==> src/rtl/lab_fxyz_pipe_if.sv <==
// Stream interface of the fx/fy/fz scaling stage. The input side carries L/a/b with a
// valid/ready pair, and the output side carries fy/fx/fz plus per-sample flags.
interface lab_fxyz_pipe_if #(
    parameter int DSIZE = 16,
    parameter int LW    = 7,
    parameter int AW    = 10,
    parameter int BW    = 9
);
    logic                    in_valid;
    logic                    in_ready;
    logic [LW-1:0]           CIE_L;
    logic signed [AW-1:0]    CIE_A;
    logic signed [BW-1:0]    CIE_B;
    logic                    out_valid;
    logic                    out_ready;
    logic signed [DSIZE+2:0] FY;
    logic signed [DSIZE+2:0] FX;
    logic signed [DSIZE+2:0] FZ;
    logic                    neg_x;
    logic                    neg_z;
    logic                    sat;

    modport master (
        output in_valid, CIE_L, CIE_A, CIE_B, out_ready,
        input  in_ready, out_valid, FY, FX, FZ, neg_x, neg_z, sat
    );

    modport slave (
        input  in_valid, CIE_L, CIE_A, CIE_B, out_ready,
        output in_ready, out_valid, FY, FX, FZ, neg_x, neg_z, sat
    );
endinterface

==> src/rtl/lab_fxyz_pipe.sv <==
// Three-stage pipeline that computes fy=(L+16)/116, fx=fy+a/500 and fz=fy-b/200 in signed
// Q2.DSIZE. All stages advance on one shared enable, and the output saturates with an optional clamp.
module lab_fxyz_pipe #(
    parameter int DSIZE = 16,
    parameter int LW    = 7,
    parameter int AW    = 10,
    parameter int BW    = 9,
    parameter bit CLAMP = 1'b1
) (
    input logic             clock,
    input logic             rst_n,
    lab_fxyz_pipe_if.slave  bus
);
    function automatic int max3(input int a, input int b, input int c);
        int m;
        m = (a > b) ? a : b;
        return (m > c) ? m : c;
    endfunction

    localparam longint unsigned ONE  = 64'd1 << DSIZE;
    localparam longint unsigned M116 = (ONE + 64'd58)  / 64'd116;
    localparam longint unsigned M500 = (ONE + 64'd250) / 64'd500;
    localparam longint unsigned M200 = (ONE + 64'd100) / 64'd200;

    localparam int OW  = DSIZE + 3;
    localparam int PLW = LW + 1 + DSIZE;
    localparam int PAW = AW + DSIZE + 1;
    localparam int PBW = BW + DSIZE + 1;
    // Two guard bits cover the sum or difference of an unsigned and a signed product.
    localparam int SW  = max3(PLW, PAW, PBW) + 2;

    localparam logic [PLW-1:0]        K116 = PLW'(M116);
    localparam logic signed [PAW-1:0] K500 = PAW'(M500);
    localparam logic signed [PBW-1:0] K200 = PBW'(M200);
    localparam logic signed [SW-1:0]  OMAX = {{(SW-OW+1){1'b0}}, {(OW-1){1'b1}}};
    localparam logic signed [SW-1:0]  OMIN = {{(SW-OW+1){1'b1}}, {(OW-1){1'b0}}};

    logic adv;
    logic accept;
    logic v1, v2, v3;

    assign adv           = !v3 || bus.out_ready;
    assign accept        = bus.in_valid && adv;
    assign bus.in_ready  = adv;
    assign bus.out_valid = v3;

    // Stage 1: full-precision products
    logic [LW:0]              l16;
    logic signed [PAW-1:0]    a_ext;
    logic signed [PBW-1:0]    b_ext;
    logic [PLW-1:0]           p_l;
    logic signed [PAW-1:0]    p_a;
    logic signed [PBW-1:0]    p_b;

    assign l16   = {1'b0, bus.CIE_L} + (LW+1)'(16);
    assign a_ext = PAW'(bus.CIE_A);
    assign b_ext = PBW'(bus.CIE_B);

    // Stage 2: wide sums
    logic signed [SW-1:0] l_sum, a_sum, b_sum;
    logic signed [SW-1:0] sy, sx, sz;

    assign l_sum = SW'(p_l);
    assign a_sum = SW'(p_a);
    assign b_sum = SW'(p_b);

    // NOTE: datapath registers carry no reset; the valid bits alone decide what reaches the output.
    always_ff @(posedge clock) begin
        if (adv) begin
            p_l <= PLW'(l16) * K116;
            p_a <= a_ext * K500;
            p_b <= b_ext * K200;
            sy  <= l_sum;
            sx  <= l_sum + a_sum;
            sz  <= l_sum - b_sum;
        end
    end

    // Stage 3: saturate, flag and optionally clamp
    function automatic logic signed [OW-1:0] saturate(input logic signed [SW-1:0] v);
        if (v > OMAX) return OMAX[OW-1:0];
        if (v < OMIN) return OMIN[OW-1:0];
        return v[OW-1:0];
    endfunction

    logic signed [OW-1:0] y_res, x_res, z_res;
    logic                 any_ovf;
    logic                 x_neg, z_neg;

    // NOTE: every always_comb output gets a value on every path, so no latch is inferred.
    always_comb begin
        x_neg   = sx[SW-1];
        z_neg   = sz[SW-1];
        any_ovf = (sy > OMAX) || (sy < OMIN) ||
                  (sx > OMAX) || (sx < OMIN) ||
                  (sz > OMAX) || (sz < OMIN);
        y_res   = saturate(sy);
        x_res   = saturate(sx);
        z_res   = saturate(sz);
        if (CLAMP && x_neg) x_res = '0;
        if (CLAMP && z_neg) z_res = '0;
    end

    // NOTE: valid bits and outputs use non-blocking assignments and reset asynchronously.
    always_ff @(posedge clock or negedge rst_n) begin
        if (!rst_n) begin
            v1        <= 1'b0;
            v2        <= 1'b0;
            v3        <= 1'b0;
            bus.FY    <= '0;
            bus.FX    <= '0;
            bus.FZ    <= '0;
            bus.neg_x <= 1'b0;
            bus.neg_z <= 1'b0;
            bus.sat   <= 1'b0;
        end else if (adv) begin
            v1 <= accept;
            v2 <= v1;
            v3 <= v2;
            if (v2) begin
                bus.FY    <= y_res;
                bus.FX    <= x_res;
                bus.FZ    <= z_res;
                bus.neg_x <= x_neg;
                bus.neg_z <= z_neg;
                bus.sat   <= any_ovf;
            end
        end
    end
endmodule

==> src/flat_wrapper.sv <==
// flat-port wrapper written by rule: the top's interface ports become plain ports
module lab_fxyz_pipe_flat 
#(
    parameter int DSIZE = 16,
    parameter int LW    = 7,
    parameter int AW    = 10,
    parameter int BW    = 9,
    parameter bit CLAMP = 1'b1
)
  (clock, rst_n, bus_in_valid, bus_CIE_L, bus_CIE_A, bus_CIE_B, bus_out_ready, bus_in_ready, bus_out_valid, bus_FY, bus_FX, bus_FZ, bus_neg_x, bus_neg_z, bus_sat);
  lab_fxyz_pipe_if #(.DSIZE(DSIZE), .LW(LW), .AW(AW), .BW(BW)) bus_i ();
  input logic clock;
  input logic rst_n;
  input wire logic [$bits(bus_i.in_valid)-1:0] bus_in_valid;
  input wire logic [$bits(bus_i.CIE_L)-1:0] bus_CIE_L;
  input wire logic [$bits(bus_i.CIE_A)-1:0] bus_CIE_A;
  input wire logic [$bits(bus_i.CIE_B)-1:0] bus_CIE_B;
  input wire logic [$bits(bus_i.out_ready)-1:0] bus_out_ready;
  output wire logic [$bits(bus_i.in_ready)-1:0] bus_in_ready;
  output wire logic [$bits(bus_i.out_valid)-1:0] bus_out_valid;
  output wire logic [$bits(bus_i.FY)-1:0] bus_FY;
  output wire logic [$bits(bus_i.FX)-1:0] bus_FX;
  output wire logic [$bits(bus_i.FZ)-1:0] bus_FZ;
  output wire logic [$bits(bus_i.neg_x)-1:0] bus_neg_x;
  output wire logic [$bits(bus_i.neg_z)-1:0] bus_neg_z;
  output wire logic [$bits(bus_i.sat)-1:0] bus_sat;
  assign bus_i.in_valid = bus_in_valid;
  assign bus_i.CIE_L = bus_CIE_L;
  assign bus_i.CIE_A = bus_CIE_A;
  assign bus_i.CIE_B = bus_CIE_B;
  assign bus_i.out_ready = bus_out_ready;
  assign bus_in_ready = bus_i.in_ready;
  assign bus_out_valid = bus_i.out_valid;
  assign bus_FY = bus_i.FY;
  assign bus_FX = bus_i.FX;
  assign bus_FZ = bus_i.FZ;
  assign bus_neg_x = bus_i.neg_x;
  assign bus_neg_z = bus_i.neg_z;
  assign bus_sat = bus_i.sat;
  lab_fxyz_pipe #(.DSIZE(DSIZE), .LW(LW), .AW(AW), .BW(BW), .CLAMP(CLAMP)) u_core (.clock(clock), .rst_n(rst_n), .bus(bus_i));
endmodule
==> config.mk <==
export PLATFORM = sky130hd
export DESIGN_NAME = lab_fxyz_pipe_flat
export DESIGN_NICKNAME = d
export VERILOG_FILES = /design/src/rtl/lab_fxyz_pipe_if.sv /design/src/rtl/lab_fxyz_pipe.sv /design/src/flat_wrapper.sv
export SDC_FILE = /design/constraint.sdc
export NUM_CORES = 1
export LEC_CHECK = 0
export CAP_MARGIN = 40
export CORE_ASPECT_RATIO = 1.5
export CORE_MARGIN = 5
export CORE_UTILIZATION = 30
export DETAILED_ROUTE_END_ITERATION = 12
export PLACE_DENSITY = 0.59
export SLEW_MARGIN = 20
export SYNTH_ARGS = -nofsm -noshare
export SYNTH_HDL_FRONTEND = slang
export SYNTH_SLANG_ARGS = --single-unit
==> constraint.sdc <==
create_clock -name clock -period 5.52 [get_ports clock]
set_input_delay 1.104 -clock clock [delete_from_list [all_inputs] [get_ports clock]]
set_output_delay 1.104 -clock clock [all_outputs]
set_load 0.005 [all_outputs]
==> flow_metrics.py, run 1 <==
metrics = {
    "synth": {
        "syn_inst": 938,
        "synth_edf_count": 108,
        "synth_fp_nets": 1148,
        "synth_ff_type": "edfxtp_1",
        "synthArstFlopShare": 0.365,
        "synth_area_um2": 10700,
        "synth_seq_cells": 170,
        "ys_warn_count": 0,
        "ys_types": 59,
        "avgSynthCellArea_um2": 11.4,
        "seq_area_frac_synth": 0.448,
    },
    "global_routing": {
        "antenna_found_initial": 0,
        "grt_max_degree": 72,
        "grt_overflow": 0,
        "grt_usage": 0.115,
        "grt_pass1_wl_um": 36300,
        "grt_pass1_vias": 7252,
    },
    "die": {
        "die_h_um": 241,
        "dieWidth_um": 164,
        "initial_core_util": 0.304,
        "core_area_um2": 35200,
        "io_pins": 92,
        "die_area_um2": 39600,
        "num_rows": 84,
    },
    "cells_and_area": {
        "final.fill_count": 3455,
        "diodes": 0,
        "seqCellArea_um2": 4790,
        "nNetsFinal": 1246,
        "multi_input_comb_area_um2": 5440,
        "drive_gt1_frac": 0.0810,
        "synthToLayoutAreaGrowth_pct": 19.9,
    },
    "sta": {
        "worst_slew_pin_slew_ns": 0.708,
        "finalCritPeriodShare": 0.908,
        "hold_ws_ns": 0.475,
        "slew_violations": 0,
        "finalCriticalPeriod_ns": 5.01,
        "fmax_mhz": 200,
        "clock_skew_ns": 0.00676,
        "setup_tns_ns": 0,
        "slew_headroom": 0.528,
        "setup_viol_count_final": 0,
        "rsz0062_at_grt": "no",
        "finalHoldViolCount": 0,
    },
    "drt": {
        "routed-via-count": 6924,
        "wl_um": 21700,
        "ant_nets": 0,
        "first_iter_violations": 294,
        "drc": 0,
        "first_pass_iters": 4,
        "post_drt_wl_per_cell_um": 14.3,
        "avgViaCountPerCell": 4.55,
    },
    "run": {
        "cap_violations": 0,
    },
    "clock_tree": {
        "post_cts_buffers": 0,
        "cts_buffers": 17,
        "htree_levels": 4,
        "cts_resized": 0,
        "cts_tree": "built",
        "postCtsHoldBufs": 0,
        "cts_max_path_buffers": 2,
        "root_buffer": "clkbuf_16",
        "insertion_delay_ns": 0.42,
        "path_clk_slew_ns": 0.06,
        "clkSinkCount": 170,
    },
    "placement": {
        "port-buffer-count": 90,
        "dp_hpwl_um": 17700,
        "gp_congestion": 0.800,
    },
    "power_and_ir_drop": {
        "ir_worst_vdd_mv": 0.191,
        "leakage_nw": 5.68,
        "power.total_w": 0.00659,
        "p_per_area_nw_per_um2": 513,
    },
    "status": {
        "outcome": "complete, no violations",
    },
    "critical_path": {
        "worstPathMaxFanout": 3,
        "start_kind": "input pin",
        "path_class": "input pin to register",
        "cp.required_ns": 5.69,
        "crit_path_end_kind": "register",
        "arrival_ns": 5.19,
    },
    "min_path": {
        "hp-class": "register to register",
    },
}
==> critical path: stages <==
cell,delay [ns]
clkdlybuf4s50_1,0.47
inv_1,0.06
ha_1,0.31
inv_1,0.09
ha_1,0.19
inv_1,0.06
fa_1,0.50
inv_1,0.06
fa_1,0.47
ha_1,0.32
ha_1,0.35
a21oi_2,0.18
o21ai_1,0.12
a2111oi_2,0.49
o31ai_1,0.14
a21oi_1,0.19
xnor2_1,0.08
==> cells by family after synthesis <==
| family | count (synthesis) | share of synthesized area |
|---|---|---|
| DFF | 170 | 0.448 |
| adders and majority gates | 180 | 0.229 |
| other | 1 | 0.000350 |
| muxes | 23 | 0.0241 |
| AOI/OAI and AO/OA | 184 | 0.122 |
| xor gates and xnor gates | 58 | 0.0475 |
| buffers and inverters | 126 | 0.0447 |
| and+or+nand+nor | 196 | 0.0843 |
==> per-stage QoR <==
step | std cells | cell area (um^2) | utilization | setup WS (ns)
finish | 1522 | 12800 | 0.364 | 0.508
global placement | 1487 | 12200 | 0.346 | 0.172
detailed placement | 1488 | 12200 | 0.347 | 0.0924
floorplan | 938 | 10700 | - | 0.760
CTS | 1520 | 12800 | 0.363 | 0.536
global route | 1522 | 12800 | 0.364 | 0.258
==> layout by cell type (no fill, tap or decap), types with 3 or more instances in the layout <==
| cell type | Yosys | final |
|---|---|---|
| o21ai_1 | 8 | 8 |
| edfxtp_1 | 108 | 108 |
| nand2b_1 | 15 | 14 |
| nand3_1 | 9 | 9 |
| mux2_2 | 22 | 22 |
| a31oi_1 | 6 | 6 |
| a21o_1 | 18 | 18 |
| nor3_1 | 11 | 11 |
| o21ai_0 | 20 | 20 |
| or3_1 | 6 | 6 |
| a211oi_1 | 4 | 4 |
| a21oi_1 | 43 | 43 |
| inv_1 | 102 | 102 |
| xnor2_1 | 34 | 34 |
| a21boi_0 | 3 | 3 |
| or2_2 | 3 | 3 |
| and3_1 | 4 | 4 |
| and2_1 | 7 | 7 |
| buf_4 | 1 | 10 |
| o21a_1 | 4 | 4 |
| clkinv_4 | 0 | 4 |
| o21bai_1 | 6 | 6 |
| o31ai_1 | 39 | 39 |
| nand4_1 | 5 | 5 |
| fa_1 | 27 | 27 |
| ha_1 | 153 | 153 |
| clkbuf_16 | 0 | 17 |
| dfrtp_1 | 62 | 62 |
| xor2_1 | 24 | 24 |
| clkdlybuf4s50_1 | 0 | 89 |
| o211ai_1 | 8 | 8 |
| inv_6 | 0 | 5 |
| nor2_1 | 64 | 64 |
| buf_16 | 0 | 3 |
| nand2_1 | 60 | 59 |
| nor2b_1 | 7 | 7 |
==> registers in the layout, indices dropped and copies added (netlist names) <==
register	cells
u_core.v2	1
u_core.p_b	16
u_core.bus.neg_z	1
u_core.p_l	18
u_core.sx	20
u_core.p_a	19
u_core.sz	20
u_core.bus.FX	19
u_core.bus.out_valid	1
u_core.v1	1
u_core.bus.neg_x	1
u_core.bus.FY	18
u_core.bus.FZ	19
u_core.bus.sat	1
u_core.sy	15
==> routing by layer <==
metal	vias up	track usage	wire (um)
li1	3527	-	-
met1	3283	0.133	9100
met2	89	0.212	11400
met3	25	0.0180	626
met4	0	0.0458	583
met5	-	0	0
==> path summary, 6_finish.rpt <==
| path | start | endpoint | slack, ns | depth (start not counted) |
|---|---|---|---|---|
| setup / recovery | bus_CIE_L[4] | u_core.p_l[16] | 0.51 | 17 |
| hold / removal | u_core.bus.FX[14] | u_core.bus.FX[14] | 0.48 | 2 |
| setup reg to reg | u_core.p_l[0] | u_core.sx[18] | 2.88 | 9 |
| hold reg to reg | u_core.bus.FX[14] | u_core.bus.FX[14] | 0.48 | 2 |
| max in group asynchronous | rst_n | u_core.bus.FX[16] | 4.42 | 3 |
| min in group asynchronous | rst_n | u_core.bus.FY[4] | 0.59 | 2 |
==> Yosys cell counts, types with 2 or more instances <==
master / n / area (um^2)
inv_1: 102 / 383
nand2b_1: 15 / 93.8
o41ai_1: 2 / 17.5
a211oi_1: 4 / 30.0
a211o_1: 2 / 17.5
o21ai_0: 20 / 100
nor2_1: 64 / 240
or3_1: 6 / 37.5
nor3_1: 11 / 55.1
mux2_2: 22 / 248
ha_1: 153 / 1910
xor2_1: 24 / 210
buf_1: 2 / 7.51
and3_1: 4 / 25.0
o21bai_1: 6 / 45.0
dfrtp_1: 62 / 1550
clkbuf_1: 20 / 75.1
edfxtp_1: 108 / 3240
or2_2: 3 / 18.8
a221oi_2: 2 / 30.0
a31oi_1: 6 / 37.5
a21boi_0: 3 / 22.5
and2_1: 7 / 43.8
a31o_2: 2 / 17.5
nand2_1: 60 / 225
a2111oi_4: 2 / 55.1
a21oi_1: 43 / 215
o21ai_1: 8 / 40.0
xnor2_1: 34 / 298
o311a_1: 2 / 20.0
o31ai_1: 39 / 293
a21o_1: 18 / 135
nand3_1: 9 / 45.0
fa_1: 27 / 541
nor2b_1: 7 / 43.8
nand4_1: 5 / 31.3
o211ai_1: 8 / 60.1
o2111ai_1: 2 / 17.5
o21a_1: 4 / 30.0
==> area by class of cell <==
type / instances / area share
Clock buffer: 18 / 0.0334
Timing Repair Buffer: 103 / 0.0821
Inverter: 102 / 0.0298
Multi-Input combinational cell: 642 / 0.424
Tap cell: 473 / 0.0461
Clock inverter: 14 / 0.0106
Sequential cell: 170 / 0.374
==> power by group <==
group / internal [W] / leakage, nW / switching (W) / total [W]
sequential: 0.00209 / 1.85 / 0.000376 / 0.00246
combinational: 0.00148 / 3.56 / 0.00152 / 0.00299
clock: 0.000631 / 0.276 / 0.000499 / 0.00113
(Power assumes the default switching activity.)
==> run 2: changes to the inputs <==
ABC_CLOCK_PERIOD_IN_PS = 5520   (was unset)
==> results of run 2 <==
Final layout, timing and power as in run 1 (identical DEF).
==> run 3: changes to the inputs <==
ABC_CLOCK_PERIOD_IN_PS = 4400   (was 5520)
clock period = 4.4 ns   (was 5.52 ns; I/O delays follow)
==> run 3 against run 2 <==
Worst setup slack worse by 0.32 ns; sequential share of layout area fell by 1.3 points; sequential power increased by 26%; final area grew 3.7%; via count up 4.4%; total power increased by 30%; critical path type unchanged; clock-buffer cell count is 3 higher; final cell count up 3.2%.
==> flow_metrics.py, run 3 (same netlist as run 1, synthesis figures left out) <==
metrics = {
    "status": {
        "outcome": "complete, no violations",
    },
    "sta": {
        "slew_headroom": 0.501,
        "clock_skew_ns": 0.00854,
        "finalCritPeriodShare": 0.958,
        "slew_violations": 0,
        "worst_slew_pin_slew_ns": 0.749,
        "finalCriticalPeriod_ns": 4.22,
        "setup_viol_count_final": 0,
        "setup_tns_ns": 0,
        "rsz0062_at_grt": "yes",
        "hold_ws_ns": 0.251,
        "finalHoldViolCount": 0,
        "fmax_mhz": 237,
    },
    "power_and_ir_drop": {
        "p_per_area_nw_per_um2": 643,
        "ir_worst_vdd_mv": 0.292,
        "leakage_nw": 5.94,
    },
    "cells_and_area": {
        "final_cell_mix": "ha_1, edfxtp_1, inv_1",
        "reg.largest.list": "u_core.sx: 20 flops, u_core.sz: 20 flops",
        "postLayoutCellArea_um2": 13300,
        "nNetsFinal": 1295,
        "final_common_cell": "ha_1",
        "post-route-util": 0.378,
        "synthToLayoutAreaGrowth_pct": 24.4,
        "drive_gt1_frac": 0.134,
        "diodes": 0,
        "final.fill_count": 3435,
        "fin_cells": 1571,
    },
    "critical_path": {
        "path_class": "input pin to register",
        "crit_path_frequent_cell": "ha_1",
        "cp.required_ns": 4.57,
        "worstPathMaxFanout": 3,
        "slowest_delay_ns": 0.53,
        "cpMaxStageDelayCell": "fa_1",
        "arrival_ns": 4.39,
        "cp_num_buf_inv": 3,
        "cp_top_family": "adder cells",
        "crit_path_end_kind": "register",
        "start_kind": "input pin",
        "r2r_setup_slack_ns": 1.74,
        "path_cells": "clkdlybuf4s50_1, ha_1, ha_1, ha_1, inv_1, fa_1, inv_1, ha_1, and3_1, a221oi_2, a21oi_2, o31ai_2, o21ai_1, xor2_1",
    },
    "drt": {
        "drc": 0,
        "post_drt_wl_per_cell_um": 14.0,
        "routed-via-count": 7228,
        "first_pass_iters": 4,
        "avgViaCountPerCell": 4.60,
        "ant_nets": 0,
        "first_iter_violations": 252,
        "wl_um": 22000,
    },
    "global_routing": {
        "grt_overflow": 0,
        "antenna_found_initial": 0,
        "grt_usage": 0.116,
        "grt_pass1_wl_um": 36400,
        "grt_max_degree": 68,
        "grt_pass1_vias": 7276,
    },
    "die": {
        "initial_core_util": 0.304,
        "core_area_um2": 35200,
        "dieWidth_um": 164,
        "num_rows": 84,
        "die_h_um": 241,
        "io_pins": 92,
        "die_area_um2": 39600,
    },
    "clock_tree": {
        "path_clk_slew_ns": 0.07,
        "cts_buffers": 17,
        "postCtsHoldBufs": 0,
        "insertion_delay_ns": 0.43,
        "cts_tree": "built",
        "clkSinkCount": 170,
        "root_buffer": "clkbuf_16",
        "cts_max_path_buffers": 2,
        "htree_levels": 4,
    },
    "placement": {
        "place_inst": 1535,
        "gp_congestion": 0.792,
        "port-buffer-count": 90,
        "dp_hpwl_um": 17900,
        "place_area_um2": 12600,
    },
    "run": {
        "cap_violations": 0,
    },
    "min_path": {
        "hp-class": "input pin to asynchronous set/reset pin",
    },
}
run 3: area by class of cell:
class | count | area (um^2) | share of cell area
timing repair buffer | 152 | 1400 | 0.106
sequential | 170 | 4790 | 0.360
tap | 473 | 592 | 0.0445
multi-input combinational | 642 | 5540 | 0.416
inverter | 102 | 383 | 0.0288
clock inverter | 11 | 92.6 | 0.00696
clock buffer | 21 | 503 | 0.0378
run 3: path summary, 6_finish.rpt:
path                                endpoint             start  depth (start not counted)
setup / recovery              u_core.p_a[16]      bus_CIE_A[8]                         14
hold / removal              u_core.bus.FY[2]             rst_n                          1
setup reg to reg               u_core.sx[18]     u_core.p_l[0]                          9
hold reg to reg             u_core.bus.FX[7]  u_core.bus.FX[7]                          2
max in group asynchronous  u_core.bus.FX[16]             rst_n                          3
min in group clock          u_core.bus.FX[7]  u_core.bus.FX[7]                          2
run 3: per-stage QoR:
stage	setup slack, ns	power, W
4_1_cts	0.151	0.00867
5_1_grt	-0.00725	0.00928
6_report	0.184	0.00856
3_3_place_gp	-0.605	0.00699
2_1_floorplan	0.0146	0.00558
3_5_place_dp	-0.698	0.00708
run 3: routing by layer:
layer,share of wire,vias to the layer above,global-route usage,wire length [um]
li1,-,3629,-,-
met1,0.40,3454,0.129,8870
met2,0.53,104,0.211,11600
met3,0.030,41,0.0192,657
met4,0.041,0,0.0638,893
met5,0,-,0,0
run 3: power by group:
part           total, W  leakage (nW)  switching [W]  internal [W]
logic           0.00398          3.79        0.00196       0.00203
registers       0.00309          1.85       0.000477       0.00262
clock network   0.00148         0.298       0.000644      0.000837
run 3: timing repair:
item,CTS,global route
resized for setup,15,1
setup buffers,2,0
pin swaps,8,0
endpoints found under the setup margin,5,2
run 3: worst register-to-register path: cells and delay by family (launching register included):
kind	cells	cell delay, ns
AO/OA/AOI/OAI	4	1.09
adder cells (fa/ha/maj)	2	0.59
buffers and inverters	1	0.06
flip-flops	1	0.36
AND/OR/NAND/NOR	2	0.30
